==> src/rtl/fetch_unit_pkg.sv <==
// Shared types and defaults for the instruction fetch unit.
package fetch_unit_pkg;

  localparam int unsigned XLEN = 32;

  localparam logic [XLEN-1:0] DEF_RESET_PC = 32'h8002_0000;
  localparam logic [XLEN-1:0] DEF_NOP_INSN = 32'h0000_0000;

  typedef enum logic [1:0] {
    ST_FETCH   = 2'd0,
    ST_BLOCKED = 2'd1,
    ST_DISCARD = 2'd2
  } fetch_state_e;

  // One fetched instruction together with the address it came from.
  typedef struct packed {
    logic [XLEN-1:0] insn;
    logic [XLEN-1:0] pc;
  } fetch_entry_t;

  // Word-align a fetch address by clearing the two least significant bits.
  function automatic logic [XLEN-1:0] word_align(input logic [XLEN-1:0] addr);
    return addr & ~XLEN'(3);
  endfunction

endpackage

==> src/rtl/fetch_unit.sv <==
// Instruction fetch unit: one outstanding memory request, an output register
// and a one-entry skid buffer so a stalled decode never loses a returned word.
module fetch_unit
  import fetch_unit_pkg::*;
#(
  parameter logic [XLEN-1:0] RESET_PC = DEF_RESET_PC,
  parameter logic [XLEN-1:0] NOP_INSN = DEF_NOP_INSN
) (
  input  logic            clock,
  input  logic            reset,
  output logic            imemReq,
  output logic [XLEN-1:0] imemAddr,
  input  logic            imemAck,
  input  logic [XLEN-1:0] imemData,
  input  logic            stall,
  input  logic            redirect,
  input  logic [XLEN-1:0] redirectTarget,
  output logic [XLEN-1:0] insn,
  output logic [XLEN-1:0] pcOut,
  output logic            insnValid
);

  fetch_state_e    state_q, state_d;
  logic [XLEN-1:0] pc_q, pc_d;
  logic [XLEN-1:0] req_addr_q, req_addr_d;
  fetch_entry_t    out_q, out_d;
  logic            out_valid_q, out_valid_d;
  fetch_entry_t    buf_q, buf_d;
  logic            imem_req_q, imem_req_d;
  logic [XLEN-1:0] imem_addr_q, imem_addr_d;

  always_comb begin
    state_d     = state_q;
    pc_d        = pc_q;
    req_addr_d  = req_addr_q;
    out_d       = out_q;
    out_valid_d = out_valid_q;
    buf_d       = buf_q;

    // Consumption empties the output; a refill below may overwrite it.
    if (out_valid_q && !stall) begin
      out_valid_d = 1'b0;
      out_d.insn  = NOP_INSN;
    end

    if (redirect) begin
      pc_d        = word_align(redirectTarget);
      out_valid_d = 1'b0;
      out_d.insn  = NOP_INSN;
      buf_d       = '0;
      case (state_q)
        ST_FETCH: begin
          if (!imemAck) begin
            req_addr_d = pc_q;
            state_d    = ST_DISCARD;
          end
        end
        ST_DISCARD: state_d = imemAck ? ST_FETCH : ST_DISCARD;
        default:    state_d = ST_FETCH;
      endcase
    end else begin
      case (state_q)
        ST_FETCH: begin
          if (imemAck) begin
            pc_d = pc_q + XLEN'(4);
            if (!out_valid_q || !stall) begin
              out_d       = '{insn: imemData, pc: pc_q};
              out_valid_d = 1'b1;
            end else begin
              buf_d   = '{insn: imemData, pc: pc_q};
              state_d = ST_BLOCKED;
            end
          end
        end
        ST_BLOCKED: begin
          if (!stall) begin
            out_d       = buf_q;
            out_valid_d = 1'b1;
            state_d     = ST_FETCH;
          end
        end
        ST_DISCARD: begin
          if (imemAck) state_d = ST_FETCH;
        end
        default: state_d = ST_FETCH;
      endcase
    end

    // Request outputs are registered from the next state so they hold until ack.
    imem_req_d  = (state_d != ST_BLOCKED);
    imem_addr_d = (state_d == ST_DISCARD) ? req_addr_d : pc_d;
  end

  always_ff @(posedge clock) begin
    if (reset) begin
      state_q     <= ST_FETCH;
      pc_q        <= RESET_PC;
      req_addr_q  <= RESET_PC;
      out_q       <= '{insn: NOP_INSN, pc: RESET_PC};
      out_valid_q <= 1'b0;
      buf_q       <= '0;
      imem_req_q  <= 1'b1;
      imem_addr_q <= RESET_PC;
    end else begin
      state_q     <= state_d;
      pc_q        <= pc_d;
      req_addr_q  <= req_addr_d;
      out_q       <= out_d;
      out_valid_q <= out_valid_d;
      buf_q       <= buf_d;
      imem_req_q  <= imem_req_d;
      imem_addr_q <= imem_addr_d;
    end
  end

  assign imemReq   = imem_req_q;
  assign imemAddr  = imem_addr_q;
  assign insn      = out_q.insn;
  assign pcOut     = out_q.pc;
  assign insnValid = out_valid_q;

endmodule
==> config.mk <==
export PLATFORM = sky130hd
export DESIGN_NAME = fetch_unit
export DESIGN_NICKNAME = d
export VERILOG_FILES = /design/src/rtl/fetch_unit_pkg.sv /design/src/rtl/fetch_unit.sv
export SDC_FILE = /design/constraint.sdc
export NUM_CORES = 1
export LEC_CHECK = 0
export BUFFER_PORTS_ARGS = -buffer_cell sky130_fd_sc_hd__buf_2
export CAP_MARGIN = 10
export CORE_MARGIN = 2
export CORE_UTILIZATION = 48
export CTS_BUF_LIST = sky130_fd_sc_hd__clkbuf_4
export CTS_CLUSTER_SIZE = 12
export DETAILED_ROUTE_END_ITERATION = 16
export PLACE_DENSITY = 0.7
export SLEW_MARGIN = 20
export SYNTH_ARGS = -nofsm -noshare
export SYNTH_HDL_FRONTEND = slang
export SYNTH_SLANG_ARGS = --single-unit
export TNS_END_PERCENT = 1
==> constraint.sdc <==
create_clock -name clock -period 2.69 [get_ports clock]
set_input_delay 0.269 -clock clock [delete_from_list [all_inputs] [get_ports clock]]
set_output_delay 0.269 -clock clock [all_outputs]
set_load 0.005 [all_outputs]
==> out/summary.txt, run 1 <==
status -> completed
clk_skew -> 0.0445 ns
EDFF count, synth -> 0
flop and latch count out of synthesis -> 228
Worst-Margin Slew -> 1.00 ns
setup TNS -> 0 ns
most frequent cells in the layout -> dfxtp_1 (228), nand2_1 (208), buf_2 (164)
Highest Clock Rate -> 447 MHz
final-stage net count -> 1413
TritonCTS sink count -> 228
row cnt -> 51
CTS tree -> built
Yosys cell types -> 71
vias in the first global route -> 8851
root buffer cell -> clkbuf_4
Worst Path Class, Setup -> flip-flop to flip-flop
dpl hpwl -> 17.6 mm
first-pass GRT wire length -> 44.7 mm
peak supply drop -> 0.000354 V
register area share after synthesis -> 47.9%
Worst Hold End -> req_addr_q[17]$_SDFF_PP1_
ys flop type -> dfxtp_1
Synth Cell Area -> 9530 sq um
All-Layer GR Usage -> 25.6%
Die Width -> 145 um
HP Start -> reset
final wirelength -> 27.6 mm
post-CTS sizing -> 0
slowest CP cell -> or3_4
post-synth top area cell -> dfxtp_1
Final Hold Vio Count -> 0
Crit path required time -> 3.23 ns
most common library cell in the layout ignoring fill and taps -> dfxtp_1
ys async rst share -> 0%
syn avg cell area -> 8.50 sq um
Synth Instances -> 1121
Worst Path Max Fanout -> 12
Tmin final -> 2.24 ns
worst path cell trace -> ha_1 > nand2_1 > or3_4 > nor4_1 > xor2_1 > o311a_1
grt ovf -> 0
Total Die Area -> 21000 sq um
RSZ-0062 raised after global routing -> no
crit end category -> flip-flop
delay of the slowest cell on the worst path -> 0.52 ns
clk_lat worst skew -> 0.67 ns
port bufs -> 164
antenna violations before repair -> 1
WHS Path Cells -> 3
terminus of the critical flop-to-flop path -> imemAddr[26]$_SDFF_PP0_
Syn Nets -> 1191
worst flop-to-flop path startpoint -> pc_q[3]$_SDFF_PP0_
pwr dens -> 612 nW/um^2
Critical path origin -> pc_q[3]$_SDFF_PP0_
post-route insts no fill -> 1650
Initial Utilization -> 49.0%
Vias/cell -> 5.56
Max-slew headroom -> 32.8%
largest net degree at the start of global routing -> 103
max-slew violations -> 0
io pins -> 167
Final period util -> 83.2%
delay-heaviest family, CP -> simple AND/OR/NAND/NOR gates
synth top area cells -> dfxtp_1 (48%), nand2_1 (8.2%), a21oi_1 (5.2%)
First-pass DRT Iterations -> 6
Area Overhead vs Synth -> 25.1%
Leakage -> 4.72 nW
core area -> 19500 sq um
YS warnings -> 0
share of layout cells above drive strength 1 -> 23.2%
placed cells -> 1486
max cap viols -> 0
Setup-failing EPs final -> 0
FF-to-FF setup slack -> 0.45 ns
DR iter-0 viols -> 704
total CTS buffers -> 58
worst path arrival time -> 2.78 ns
antenna-violating nets left -> 0
top-area cell type share of the netlist area -> 47.9%
H-tree depth -> 2
r2r worst-path depth -> 6
Final GP Congestion -> 0.830
HP Class -> primary input to flip-flop
Clk pin slew, worst setup/hold paths -> 0.07 ns
via count -> 9173
die height -> 145 um
routed length per placed instance -> 16.7 um
Startpoint Class -> flip-flop
DR DRC count -> 0
WP buf/inv -> 0
Max Root-Sink Buffers -> 3
[metal layers]
| metal | routed length, um | part of all wire (%) | track usage [%] |
|---|---|---|---|
| met5 | 0 | 0 | 0 |
| met1 | 11400 | 41 | 32.1 |
| met4 | 878 | 3.2 | 10.8 |
| met2 | 13200 | 48 | 42.4 |
| met3 | 2060 | 7.5 | 5.63 |
[sequential cells by signal (all words and copies together) (netlist names), 2 cells and up]
name and count:
req_addr_q 32, pc_q 32, pcOut 32, buf_q 64, insn 32, state_q 2, imemAddr 32
[report_power, final]
group	leakage [nW]	internal, mW	switching [mW]	total (mW)
Sequential	1.86	3.51	0.121	3.63
Clock	0.426	1.47	1.35	2.82
Combinational	2.43	0.376	0.459	0.834
[synthesized netlist by cell type, types with 10 or more instances]
library cell  number
mux2i_1           39
dfxtp_1          228
o22ai_1           13
o221ai_1          10
clkbuf_1          77
a21oi_1           99
nand3_1           16
nand2_1          209
nor2_1           128
o21ai_0           32
xor2_1            10
a221oi_1          33
buf_2             11
xnor2_1           11
nor3_1            40
a211oi_1          25
a222oi_1          21
[per-stage QoR]
step / hold WS, ns / power (mW) / worst slack (ns) / area, sq um / utilization (%)
after global placement: 0.442 / 4.45 / 0.447 / 10600 / 54.4
after global routing: 0.0492 / 7.65 / 0.263 / 11900 / 61.2
after detailed placement: 0.446 / 4.46 / 0.486 / 10600 / 54.4
after floorplan: 0.405 / 4.14 / 0.743 / 9530 / -
final: 0.0675 / 7.29 / 0.451 / 11900 / 61.2
after CTS: 0.0297 / 7.35 / 0.472 / 11900 / 61.2
[worst register-to-register path, delay by kind of cell, from the launching register on]
kind | cells | cell delay, ns
XOR/XNOR | 1 | 0.14
flip-flops | 1 | 0.48
AND/OR/NAND/NOR | 3 | 0.98
adder cells (fa/ha/maj) | 1 | 0.23
AO/OA/AOI/OAI | 1 | 0.31
[what timing repair did]
action / CTS / global route
buffers inserted: 0 / 0
endpoints found under the hold margin: 102 / 0
hold buffers: 62 / 0
[layout make-up]
cell class / instances / area [sq um]
Clock inverter: 12 / 45.0
Sequential cell: 228 / 4560
Inverter: 8 / 30.0
Timing Repair Buffer: 265 / 1800
Multi-Input combinational cell: 782 / 4480
Tap cell: 265 / 332
Antenna cell: 2 / 5.00
Clock buffer: 88 / 661
Fill cell: 1708 / 7550
[logic make-up (layout without fill, tap and decap cells)]
family	after synthesis	in the layout	share of synthesized area, %
compound gates	272	272	19.4
simple gates	447	447	20.8
mux	41	41	4.33
other cells	0	2	0
flops	228	228	47.9
buf+inv	111	373	5.44
xor+xnor	21	21	1.93
fa+ha+maj	1	1	0.131
[worst max-delay path by stage]
stage	to	slack (ns)	cells after the start
floorplan	imemAddr[21]$_SDFF_PP0_	0.74	6
global placement	pcOut[2]$_SDFFE_PP0P_	0.45	4
detailed placement	imemAddr[26]$_SDFF_PP0_	0.49	6
CTS	imemAddr[26]$_SDFF_PP0_	0.47	6
global route	imemAddr[29]$_SDFF_PP0_	0.26	5
finish	imemAddr[26]$_SDFF_PP0_	0.45	6
(Power assumes the default switching activity.)
==> run 2, diff against run 1 <==
--- a/config.mk
+++ b/config.mk
@@ -5,6 +5,7 @@
 export SDC_FILE = /design/constraint.sdc
 export NUM_CORES = 1
 export LEC_CHECK = 0
+export ABC_AREA = 1
 export BUFFER_PORTS_ARGS = -buffer_cell sky130_fd_sc_hd__buf_2
 export CAP_MARGIN = 10
 export CORE_MARGIN = 2
@@ -12,7 +13,7 @@
 export CTS_BUF_LIST = sky130_fd_sc_hd__clkbuf_4
 export CTS_CLUSTER_SIZE = 12
 export DETAILED_ROUTE_END_ITERATION = 16
-export PLACE_DENSITY = 0.7
+export PLACE_DENSITY = 0.73
 export SLEW_MARGIN = 20
 export SYNTH_ARGS = -nofsm -noshare
 export SYNTH_HDL_FRONTEND = slang
==> constraint.sdc (replaced) <==
create_clock -name clock -period 1.9 [get_ports clock]
set_input_delay 0.19 -clock clock [delete_from_list [all_inputs] [get_ports clock]]
set_output_delay 0.19 -clock clock [all_outputs]
set_load 0.005 [all_outputs]
==> run 2 against run 1 <==
Against the previous run:
- global-route usage is 0.45 points higher
- clock power is 48% higher
- register-to-register slack worse by 0.29 ns
- flip-flop and latch count stayed put
- largest power group unchanged
- clock-buffer cell count is 9 lower
- final area is 1.8% higher
- combinational power is 38% higher
- first-iteration DRC count is 5.5% higher
- hold slack better by 0.0049 ns
- wire length is 0.83% lower
- sequential power is 40% higher
- sequential share of layout area is 0.66 points lower
==> out/summary.txt, run 2 <==
status -> completed
Synth top cells by count -> nand2_1 (306), dfxtp_1 (228), nor2_1 (158), inv_1 (131), a21oi_1 (109)
post-route insts no fill -> 1870
grt ovf -> 0
clk_lat worst skew -> 0.68 ns
Worst Path Max Fanout -> 6
top-count cell post-synth -> nand2_1
multi-input logic area -> 4110 sq um
CTS tree -> built
worst slack, placed -> 0.0526 ns
synth top area cells -> dfxtp_1 (48%), nand2_1 (12%), nor2_1 (6.2%)
Final Hold Vio Count -> 0
crit end category -> flip-flop
Area Overhead vs Synth -> 27.8%
Total Die Area -> 20900 sq um
io pins -> 167
setup TNS -> 0 ns
All-Layer GR Usage -> 26.0%
largest net degree at the start of global routing -> 51
via count -> 9539
H-tree depth -> 2
flip-flop and latch area -> 4570 sq um
Final GP Congestion -> 0.945
die height -> 145 um
ys async rst share -> 0%
register area share after synthesis -> 48.1%
Worst Path Class, Setup -> flip-flop to flip-flop
most common library cell in the layout ignoring fill and taps -> nand2_1
Syn Nets -> 1387
Clk pin slew, worst setup/hold paths -> 0.07 ns
final wirelength -> 27.3 mm
Max-slew headroom -> 70.3%
Most flops, register -> buf_q
DR DRC count -> 0
routed length per placed instance -> 14.6 um
number of flip-flops in the largest register -> 64
first-pass GRT wire length -> 43.2 mm
Highest Clock Rate -> 574 MHz
dpl hpwl -> 18.4 mm
Max Root-Sink Buffers -> 3
TritonCTS sink count -> 228
Fillers -> 1760
RSZ-0062 raised after global routing -> yes
YS warnings -> 0
ys flop type -> dfxtp_1
antenna-violating nets left -> 0
clk_skew -> 0.0218 ns
Startpoint Class -> flip-flop
flop and latch count out of synthesis -> 228
core area -> 19500 sq um
Synth Instances -> 1317
vias in the first global route -> 8810
Min Hold Slack -> 0.0725 ns
final-stage net count -> 1641
port bufs -> 164
Final WS setup -> 0.156 ns
Die Width -> 145 um
Setup-failing EPs final -> 0
Power Total -> 10.4 mW
Worst-Margin Slew -> 0.442 ns
HP Class -> primary input to flip-flop
EDFF count, synth -> 0
Crit path required time -> 2.45 ns
row cnt -> 51
Final period util -> 91.8%
pwr dens -> 859 nW/um^2
First-pass DRT Iterations -> 7
most frequent cells in the layout -> nand2_1 (305), dfxtp_1 (227), buf_2 (164)
antenna violations before repair -> 1
DR iter-0 viols -> 743
Tmin final -> 1.74 ns
max cap viols -> 0
syn avg cell area -> 7.21 sq um
Leakage -> 5.61 nW
worst path arrival time -> 2.30 ns
root buffer cell -> clkbuf_4
Initial Utilization -> 48.8%
Yosys cell types -> 41
peak supply drop -> 0.000582 V
Vias/cell -> 5.10
total CTS buffers -> 58
Synth Cell Area -> 9490 sq um
placed cells -> 1711
post-synth top area cell -> dfxtp_1
max-slew violations -> 0
top-area cell type share of the netlist area -> 48.1%
share of layout cells above drive strength 1 -> 20.0%
-- run 2: cell types whose count changed after synthesis, sizes merged, moves of 43 or more --
cell / before / now
inv: 6 / 136
o21ai: 33 / 104
nand2: 209 / 310
clkbuf: 82 / 34
nand3: 16 / 84
nor2: 128 / 171
-- run 2: kinds of logic (layout without fill, tap and decap cells) --
| logic type | count (synthesis) | in the layout | share of synthesized area (%) |
|---|---|---|---|
| adders and majority gates | 1 | 1 | 0.132 |
| and+or+nand+nor | 585 | 585 | 25.6 |
| AOI/OAI and AO/OA | 288 | 288 | 17.0 |
| xor gates and xnor gates | 3 | 3 | 0.277 |
| buffers and inverters | 212 | 499 | 8.94 |
| other | 0 | 1 | 0 |
| DFF | 228 | 228 | 48.1 |
-- run 2: path summary, 6_finish.rpt --
| path | start | endpoint | slack (ns) | cells after the start |
|---|---|---|---|---|
| worst max-delay path | pc_q[12]$_SDFF_PP0_ | imemAddr[25]$_SDFF_PP0_ | 0.16 | 9 |
| worst max register to register | pc_q[12]$_SDFF_PP0_ | imemAddr[25]$_SDFF_PP0_ | 0.16 | 9 |
| worst min-delay path | imemAck | req_addr_q[17]$_SDFF_PP1_ | 0.07 | 5 |
| worst min register to register | req_addr_q[31]$_SDFF_PP1_ | req_addr_q[31]$_SDFF_PP1_ | 0.45 | 2 |
-- run 2: layer usage --
metal / vias up / routed length, um / global-route usage, %
met5: - / 0 / 0
met4: 0 / 438 / 7.77
met3: 45 / 2340 / 5.17
met2: 398 / 12300 / 42.0
met1: 4292 / 12200 / 35.3
li1: 4804 / - / -
-- run 2: area by class of cell --
type | count | area share, %
antenna | 1 | 0.0206
clock buffer | 79 | 4.89
clock inverter | 14 | 1.11
inverter | 137 | 4.24
multi-input combinational | 877 | 33.9
sequential | 228 | 37.6
tap | 265 | 2.73
timing repair buffer | 269 | 15.5
-- run 2: where the power goes --
part | switching, mW | internal [mW] | total (mW)
Sequential | 0.112 | 4.97 | 5.08
Clock | 1.88 | 2.30 | 4.18
Combinational | 0.670 | 0.483 | 1.15
-- run 2: what timing repair did --
item | CTS | global route
resized for setup | 1 | 9
hold buffers | 65 | 0
buffers inserted | 0 | 0
pin swaps | 0 | 0
hold endpoints to repair | 129 | 0
endpoints found under the setup margin | 1 | 14
-- run 2: worst max-delay path, cell delays in order, from the launching register on --
cell and delay (ns):
dfxtp_1 0.50, nand2_1 0.11, nor2_1 0.20, nand3_1 0.12
nor2_1 0.28, nand2_1 0.09, nand2_1 0.07, nand3_1 0.09
nand2_1 0.10, a21oi_1 0.07
-- run 2: metrics by stage --
step                      utilization, %  instance area [sq um]
after floorplan                        -                   9490
after global placement              55.1                  10700
after detailed placement            55.1                  10700
after CTS                           62.2                  12100
after global routing                62.3                  12100
final                               62.3                  12100
